File: src/rtl/seg_scan_multi.sv
// seg_scan_multi: time-multiplexed 7-segment scan driver. One digit owns the
// display per slot of SCAN_DIV clocks. The first DEADTIME clocks of each slot
// keep every digit select off to suppress ghosting. Digit inputs are sampled
// once at slot start and held for the whole slot. Every output is a flop.
module seg_scan_multi #(
  parameter int NUM_DIGITS  = 8,
  parameter int SCAN_DIV    = 6250,
  parameter int DEADTIME    = 2,
  parameter int BLINK_SLOTS = 4000,
  parameter int HEX_EN      = 1,
  parameter int ACTIVE_LOW  = 1
) (
  input  logic                                              clk,
  input  logic                                              rst_n,
  input  logic [4*NUM_DIGITS-1:0]                           digits_i,
  input  logic [NUM_DIGITS-1:0]                             dp_i,
  input  logic [NUM_DIGITS-1:0]                             en_i,
  input  logic [NUM_DIGITS-1:0]                             blink_i,
  output logic [NUM_DIGITS-1:0]                             wei,
  output logic [7:0]                                        duan,
  output logic [$clog2((NUM_DIGITS > 1) ? NUM_DIGITS : 2)-1:0] scan_idx,
  output logic                                              frame_done
);

  localparam int IDX_W = $clog2((NUM_DIGITS > 1) ? NUM_DIGITS : 2);
  localparam int DIV_W = $clog2(SCAN_DIV);
  localparam int BLK_W = $clog2((BLINK_SLOTS > 1) ? BLINK_SLOTS : 2);

  localparam logic [DIV_W-1:0] LAST_DIV = DIV_W'(SCAN_DIV - 1);
  localparam logic [DIV_W-1:0] DEAD_CNT = DIV_W'(DEADTIME);
  localparam logic [IDX_W-1:0] LAST_IDX = IDX_W'(NUM_DIGITS - 1);
  localparam logic [BLK_W-1:0] LAST_BLK = BLK_W'(BLINK_SLOTS - 1);

  // XOR masks that turn the active-high form into the panel polarity; they
  // double as the "everything off" value.
  localparam logic [NUM_DIGITS-1:0] WEI_OFF  = (ACTIVE_LOW != 0) ? '1 : '0;
  localparam logic [7:0]            DUAN_OFF = (ACTIVE_LOW != 0) ? 8'hFF : 8'h00;

  // running is low only for the cycle after reset, so the edge leaving reset
  // acts as a slot start without needing a tick.
  logic             running;
  logic [DIV_W-1:0] div_cnt;
  logic [BLK_W-1:0] blink_cnt;
  logic             blink_ph;

  logic             tick;
  logic             slot_start;
  logic [DIV_W-1:0] div_nxt;
  logic [IDX_W-1:0] idx_nxt;
  logic [3:0]       code;
  logic [6:0]       seg7;
  logic             blank;
  logic [7:0]       seg_byte;
  logic [NUM_DIGITS-1:0] sel_nxt;

  // Slot sequencing and the byte for the digit about to own the display.
  // NOTE: every signal gets a default at the top of always_comb so no path
  // leaves it unassigned, which would otherwise infer a latch.
  always_comb begin
    tick       = running && (div_cnt == LAST_DIV);
    slot_start = !running || tick;
    div_nxt    = slot_start ? '0 : div_cnt + 1'b1;
    idx_nxt    = scan_idx;
    if (!running)
      idx_nxt = '0;
    else if (tick)
      idx_nxt = (scan_idx == LAST_IDX) ? '0 : scan_idx + 1'b1;

    code = digits_i[4*int'(idx_nxt) +: 4];
    seg7 = 7'h00;
    case (code)
      4'h0: seg7 = 7'h3F;
      4'h1: seg7 = 7'h06;
      4'h2: seg7 = 7'h5B;
      4'h3: seg7 = 7'h4F;
      4'h4: seg7 = 7'h66;
      4'h5: seg7 = 7'h6D;
      4'h6: seg7 = 7'h7D;
      4'h7: seg7 = 7'h07;
      4'h8: seg7 = 7'h7F;
      4'h9: seg7 = 7'h6F;
      4'hA: seg7 = (HEX_EN != 0) ? 7'h77 : 7'h00;
      4'hB: seg7 = (HEX_EN != 0) ? 7'h7C : 7'h00;
      4'hC: seg7 = (HEX_EN != 0) ? 7'h39 : 7'h00;
      4'hD: seg7 = (HEX_EN != 0) ? 7'h5E : 7'h00;
      4'hE: seg7 = (HEX_EN != 0) ? 7'h79 : 7'h00;
      default: seg7 = (HEX_EN != 0) ? 7'h71 : 7'h00;
    endcase

    // blink_ph is the registered phase, so a toggle on this tick is seen
    // from the following slot start onward.
    blank    = !en_i[idx_nxt] || (blink_i[idx_nxt] && blink_ph);
    seg_byte = blank ? 8'h00 : {dp_i[idx_nxt], seg7};
    sel_nxt  = NUM_DIGITS'(1) << idx_nxt;
  end

  // Counters, blink phase and registered outputs, with synchronous reset.
  // NOTE: sequential state uses non-blocking assignments so all flops update
  // from pre-edge values regardless of statement order.
  always_ff @(posedge clk) begin
    if (!rst_n) begin
      running    <= 1'b0;
      div_cnt    <= '0;
      scan_idx   <= '0;
      blink_cnt  <= '0;
      blink_ph   <= 1'b0;
      frame_done <= 1'b0;
      wei        <= WEI_OFF;
      duan       <= DUAN_OFF;
    end else begin
      running  <= 1'b1;
      div_cnt  <= div_nxt;
      scan_idx <= idx_nxt;

      if (tick) begin
        if (blink_cnt == LAST_BLK) begin
          blink_cnt <= '0;
          blink_ph  <= ~blink_ph;
        end else begin
          blink_cnt <= blink_cnt + 1'b1;
        end
      end

      // High during the last cycle of the last digit's slot.
      frame_done <= (div_nxt == LAST_DIV) && (idx_nxt == LAST_IDX);

      // duan changes only at slot start; wei is off at slot start and turns
      // on once the dead time has elapsed, so both always refer to one digit.
      if (slot_start)
        duan <= seg_byte ^ DUAN_OFF;

      if (div_nxt == DEAD_CNT)
        wei <= sel_nxt ^ WEI_OFF;
      else if (slot_start)
        wei <= WEI_OFF;
    end
  end

endmodule
File: config.mk
export PLATFORM = sky130hd
export DESIGN_NAME = seg_scan_multi
export DESIGN_NICKNAME = d
export VERILOG_FILES = /design/src/rtl/seg_scan_multi.sv
export SDC_FILE = /design/constraint.sdc
export NUM_CORES = 1
export LEC_CHECK = 0
export BUFFER_PORTS_ARGS = -buffer_cell sky130_fd_sc_hd__clkbuf_2
export CELL_PAD_IN_SITES_DETAIL_PLACEMENT = 1
export CELL_PAD_IN_SITES_GLOBAL_PLACEMENT = 1
export CORE_MARGIN = 1.5
export CORE_UTILIZATION = 35
export DETAILED_ROUTE_END_ITERATION = 6
export PLACE_DENSITY_LB_ADDON = 0.1
export SLEW_MARGIN = 5
export SYNTH_ARGS = -nofsm -noshare
export SYNTH_HDL_FRONTEND = slang
export SYNTH_SLANG_ARGS = --single-unit
File: constraint.sdc
create_clock -name clk -period 3.6 [get_ports clk]
set_input_delay 0.72 -clock clk [delete_from_list [all_inputs] [get_ports clk]]
set_output_delay 0.72 -clock clk [all_outputs]
set_load 0.05 [all_outputs]
## After elaboration in Yosys (flattened, before gate mapping)

Memory sizes are Yosys's and may differ from the RTL's.
Index checks and enable logic that the tools add are counted.

- Register bits: 47
- Memory bits (read-only): 112
- Input port bits: 58
- Output and inout bits: 20
- Word-level logic and storage cells: 48
- Memories kept: 1

Memories:

| memory | words | width | rd ports | clocked after memory_dff | wr ports | line | source |
|---|---|---|---|---|---|---|---|
| (name not given) | 16 | 7 | 1 | 0 | 0 | 71 | `case (code)` |

- Add/sub/neg operators: 3
- Order comparisons: 1
- Equal/unequal tests: 6
- Shift operators: 2
- Muxes and demuxes: 15
- Bitwise gates (word level): 3
- Reduce and logical (&&, ||, !) cells: 9

Operator list:

| kind | number |
|---|---|
| indexed part select 32 x 6 -> 4 bit | 1 |
| equality test 13 bit (second input constant) | 2 |
| 2-to-1 mux 8 bit | 3 |
| NOT 8 bit | 2 |
| adder 13 x 1 -> 13 bit (second input constant) | 1 |
| equality test 13 x 2 -> 1 bit (second input constant) | 1 |
| 2-to-1 mux 13 bit | 1 |
| adder 12 x 1 -> 12 bit (second input constant) | 1 |
| equality test 12 bit (second input constant) | 1 |
| 2-to-1 mux 12 bit | 1 |
| binary-select mux 1 bit (select 3 bit) | 3 |
| 2-to-1 mux 3 bit | 3 |
| << shifter 1 x 3 -> 8 bit (first input constant) | 1 |
| equality test 3 bit (second input constant) | 2 |
| less-than comparator 3 x 4 -> 1 bit (second input constant) | 1 |
| 2-to-1 mux 1 bit | 4 |
| adder 3 x 1 -> 3 bit (second input constant) | 1 |
| logical AND 1 bit | 3 |
| zero test 1 bit | 2 |
| logical OR 1 bit | 2 |
| AND reduction 2 bit | 1 |
| nonzero test 2 bit | 1 |
| NOT 1 bit | 1 |

## Logic depth before layout (Yosys ltp)

- Word-level depth: 10
- Depth in mapped cells: 16
- Gate-level depth less buffers: 15

## Worst setup path after synthesis

No wires, ideal clock.

- Path type: flip-flop to flip-flop
- Start point: register div_cnt[8]
- End point: register duan[3]
- Setup time: 0.117 ns
- Arrival: 3.766 ns
- Slack: -0.284 ns
- Stages on the path, launching flop included: 14
- Buffers on the path: 1
- Period minus slack after synthesis: 3.884 ns
- Path through: dfxtp_1 -> or3_4 -> nor4_4 -> mux2i_1 -> nand2b_1 -> clkbuf_1 -> nand2_1 -> a311oi_1 -> a31o_2 -> inv_1 -> ha_1 -> inv_1 -> mux4_1 -> o22a_1

- Longest elaborated chain between the ends: 10
- Elaborated cells between the ends (all ways): 16
- Classes of those cells: eq/ne: 1; shift: 1; mux: 7; bitwise: 1; reduce/logical: 5; memory: 1

Ends and longest elaborated chain:

| item | line | source |
|---|---|---|
| from (decl) | 42 | `logic [DIV_W-1:0] div_cnt;` |
| from (signal assigned) | 112 | `div_cnt <= div_nxt;` |
| equality test 13 bit (*) | 60 | `tick = running && (div_cnt == LAST_DIV);` |
| logical AND 1 bit (*) | 60 |  |
| branches (longest 8 deep; another with memory (16 x 7 bit)) | n/a |  |
| to (signal assigned) | 130 | `duan <= seg_byte ^ DUAN_OFF;` |
| to (decl) | 20 | `output logic [7:0] duan,` |

Every way passes the cells marked *. The select of a mux whose other input is x is not followed.
A chain may end at the register's enable or synchronous reset.

## Final worst setup path

Same ends and word-level chain as after synthesis.

==> results.yml <==
outcome:
  status: "finished, final reports clean"
setup_path:
  crit_type: "reg2reg"
  worst-path-buf-inv: 3
  crit_arrival_ns: 3.63
  worstPathRequired_ns: 3.80
  reg2reg_to: "duan[3]"
  start_kind: "flip-flop"
  r2r_setup_slack_ns: 0.17
  slowest_stage: "mux4_1"
  r2r.worst_path.cells: 12
  crit_top_cell: "buf_4"
  path_delay_family: "simple AND/OR/NAND/NOR gates"
  reg2reg_from: "div_cnt[8]"
  crit_chain: "or3_4 > nor4_4 > buf_4 > mux2i_4 > buf_4 > nand3_1 > o211a_1 > a221o_1 > buf_4 > ha_1 > mux4_1 > o22a_1"
  endpoint_kind: "flip-flop"
  cp_num_cells: 12
  crit_fanout: 5
  cpPeakStageDelay_ns: 0.50
final_layout:
  post-route-util: 0.4552
  layout.nets: 525
  syn_to_final_growth_pct: 25.96
  finalNonFillerCells: 562
  drive_gt1_frac: 0.2867
  regArea_um2: 940.9
  diodes: 0
  fillers: 1021
  multi_input_area_mm2: 0.001958
timing:
  layout_worst_path_cycle_share: 0.9524
  layout_setup_ws_ns: 0.1713
  max_freq_ghz: 0.2917
  setup_viol: 0
  period_needed_ns: 3.429
  worst_pin_slew_ns: 0.7242
  finalHoldViolCount: 0
  slew_viol_final: 0
  grt_setup_unrepaired: "no"
  fin_worst_skew_ns: 0.01051
  hold_slack_ns: 0.4990
  timing.slew.headroom: 0.5139
  setup_tns_ns: 0
routing:
  drc: 0
  avgRoutedWirePerCell_um: 16.01
  vias: 2954
  wl_um: 8996
  avgViaCountPerCell: 5.256
  drt_pass1_iterations: 4
  ant_nets: 0
  drt-initial-drc-count: 64
synthesis:
  netlist_top_cells_count: "dfxtp_1, nand2_1, nor2_1, o21ai_0, mux2i_1"
  synthArstFlopShare: 0
  syn_area_mm2: 0.002969
  synth_ff_type: "dfxtp_1"
  yosys_warnings: 0
  syn_inst: 365
  yosys.area.top_type: "dfxtp_1"
  synthesis.nets: 434
  yosysUniqueCellTypes: 55
  yosysMostFrequentCell: "dfxtp_1"
  ys_seq_area_frac: 0.3169
  ys_top_cells_by_area: "dfxtp_1, mux2i_1, nand2_1"
  synth-edff-count: 0
  synth_top_area_frac: 0.3169
  avgSynthCellArea_um2: 8.135
  synth_seq_cells: 47
placed_design:
  hpwl_um: 7197
  place_inst: 551
  place_ws_ns: 0.08670
  port-buffer-count: 77
  place.gp.congestion: 0.8043
power:
  power-per-cell-area_mw_per_mm2: 267.8
  ir_worst_vdd_uv: 166.4
  leakage_nw: 1.625
floorplanning:
  ios: 78
  die_h_um: 95.11
  die_w_um: 95.11
  rows: 33
  initial_core_util: 0.3614
  fp.coreArea_mm2: 0.008217
  die_area_mm2: 0.009045
global_routing:
  grt_max_degree: 20
  antenna_found_initial: 0
  overflow: 0
  gr-usage-all-layers: 0.2040
  grt_most_used_layer: "met2"
  grt_pass1_vias: 2920
  grtUsageMet1: 0.2634
  grt_pass1_wl_um: 14320
  grt_use_met3: 0.03509
  grt_use_met2: 0.3564
clock_network:
  holdBufCountCts: 0
  clock_path_buffers: 2
  h-tree-depth: 2
  cts_tree: "yes"
  cts_sinks: 47
  clock_latency_ns: 0.31
  cts-root-buf: "clkbuf_8"
  path_clk_slew_ns: 0.10
  cts_buffers: 5
hold_path:
  min_to: "duan[0]"
  min_path_type: "reg2reg"
  worstHoldStart: "duan[0]"
  min_path_cells: 1
job:
  drv_cap: 0
## layer usage
layer  share of wire  wire [um]  vias up
li1                -          -     1484
met4          0.0080         72        0
met3           0.031        282        7
met5               0          0        -
met1            0.47       4186     1415
met2            0.50       4454       48
## per-stage QoR
step	power, mW	cell area, um^2
5_1_grt	1.050	3740
3_3_place_gp	0.6775	3615
2_1_floorplan	0.6216	3023
3_5_place_dp	0.6792	3615
6_report	1.002	3740
4_1_cts	1.016	3706
## sequential cells by signal, indices dropped and copies added (netlist names)
signal and flops:
wei 8, blink_ph 1, div_cnt 13, frame_done 1, running 1, scan_idx 3
blink_cnt 12, duan 8
## cells by family after synthesis
family,after synthesis,share of synthesized area
and+or+nand+nor,166,0.2878
AOI/OAI and AO/OA,68,0.1509
DFF,47,0.3169
buffers and inverters,26,0.03919
muxes,24,0.09102
xor gates and xnor gates,23,0.06785
adders and majority gates,11,0.04635
## power by group
part,switching (mW),total [mW],internal [mW]
clock,0.193,0.333,0.139
sequential,0.00637,0.533,0.526
combinational,0.0765,0.136,0.0595
## worst max path at each step
stage                    start      end  slack, ns
finish              div_cnt[8]  duan[3]       0.17
global route        div_cnt[8]  duan[3]       0.01
CTS                 div_cnt[8]  duan[3]       0.08
detailed placement  div_cnt[8]  duan[3]       0.09
global placement    div_cnt[8]  duan[3]       0.18
floorplan           div_cnt[2]  duan[3]      0.004
## area by class of cell
cell class,instances,share of cell area
multi-input combinational,292,0.5236
sequential,47,0.2516
tap,105,0.03513
clock buffer,5,0.01840
inverter,5,0.005018
timing repair buffer,105,0.1603
clock inverter,3,0.006022
## layout by cell type, fill, tap and decap left out, drive strengths merged, types with 12 or more instances in the layout
| cell | n |
|---|---|
| buf | 28 |
| mux2i | 18 |
| nand3 | 16 |
| xor2 | 12 |
| nand2 | 41 |
| and3 | 16 |
| and2 | 13 |
| dfxtp | 47 |
| nor3 | 14 |
| o21ai | 22 |
| clkbuf | 82 |
| a21oi | 13 |
| nor2 | 35 |
## what timing repair did
| item | in CTS | in global routing |
|---|---|---|
| hold endpoints to repair | 0 | 0 |
| endpoints found under the setup margin | 0 | 1 |
| buffers inserted | 0 | 3 |
| resized for setup | 0 | 4 |
Note: power is estimated with default switching activity, not from simulation.
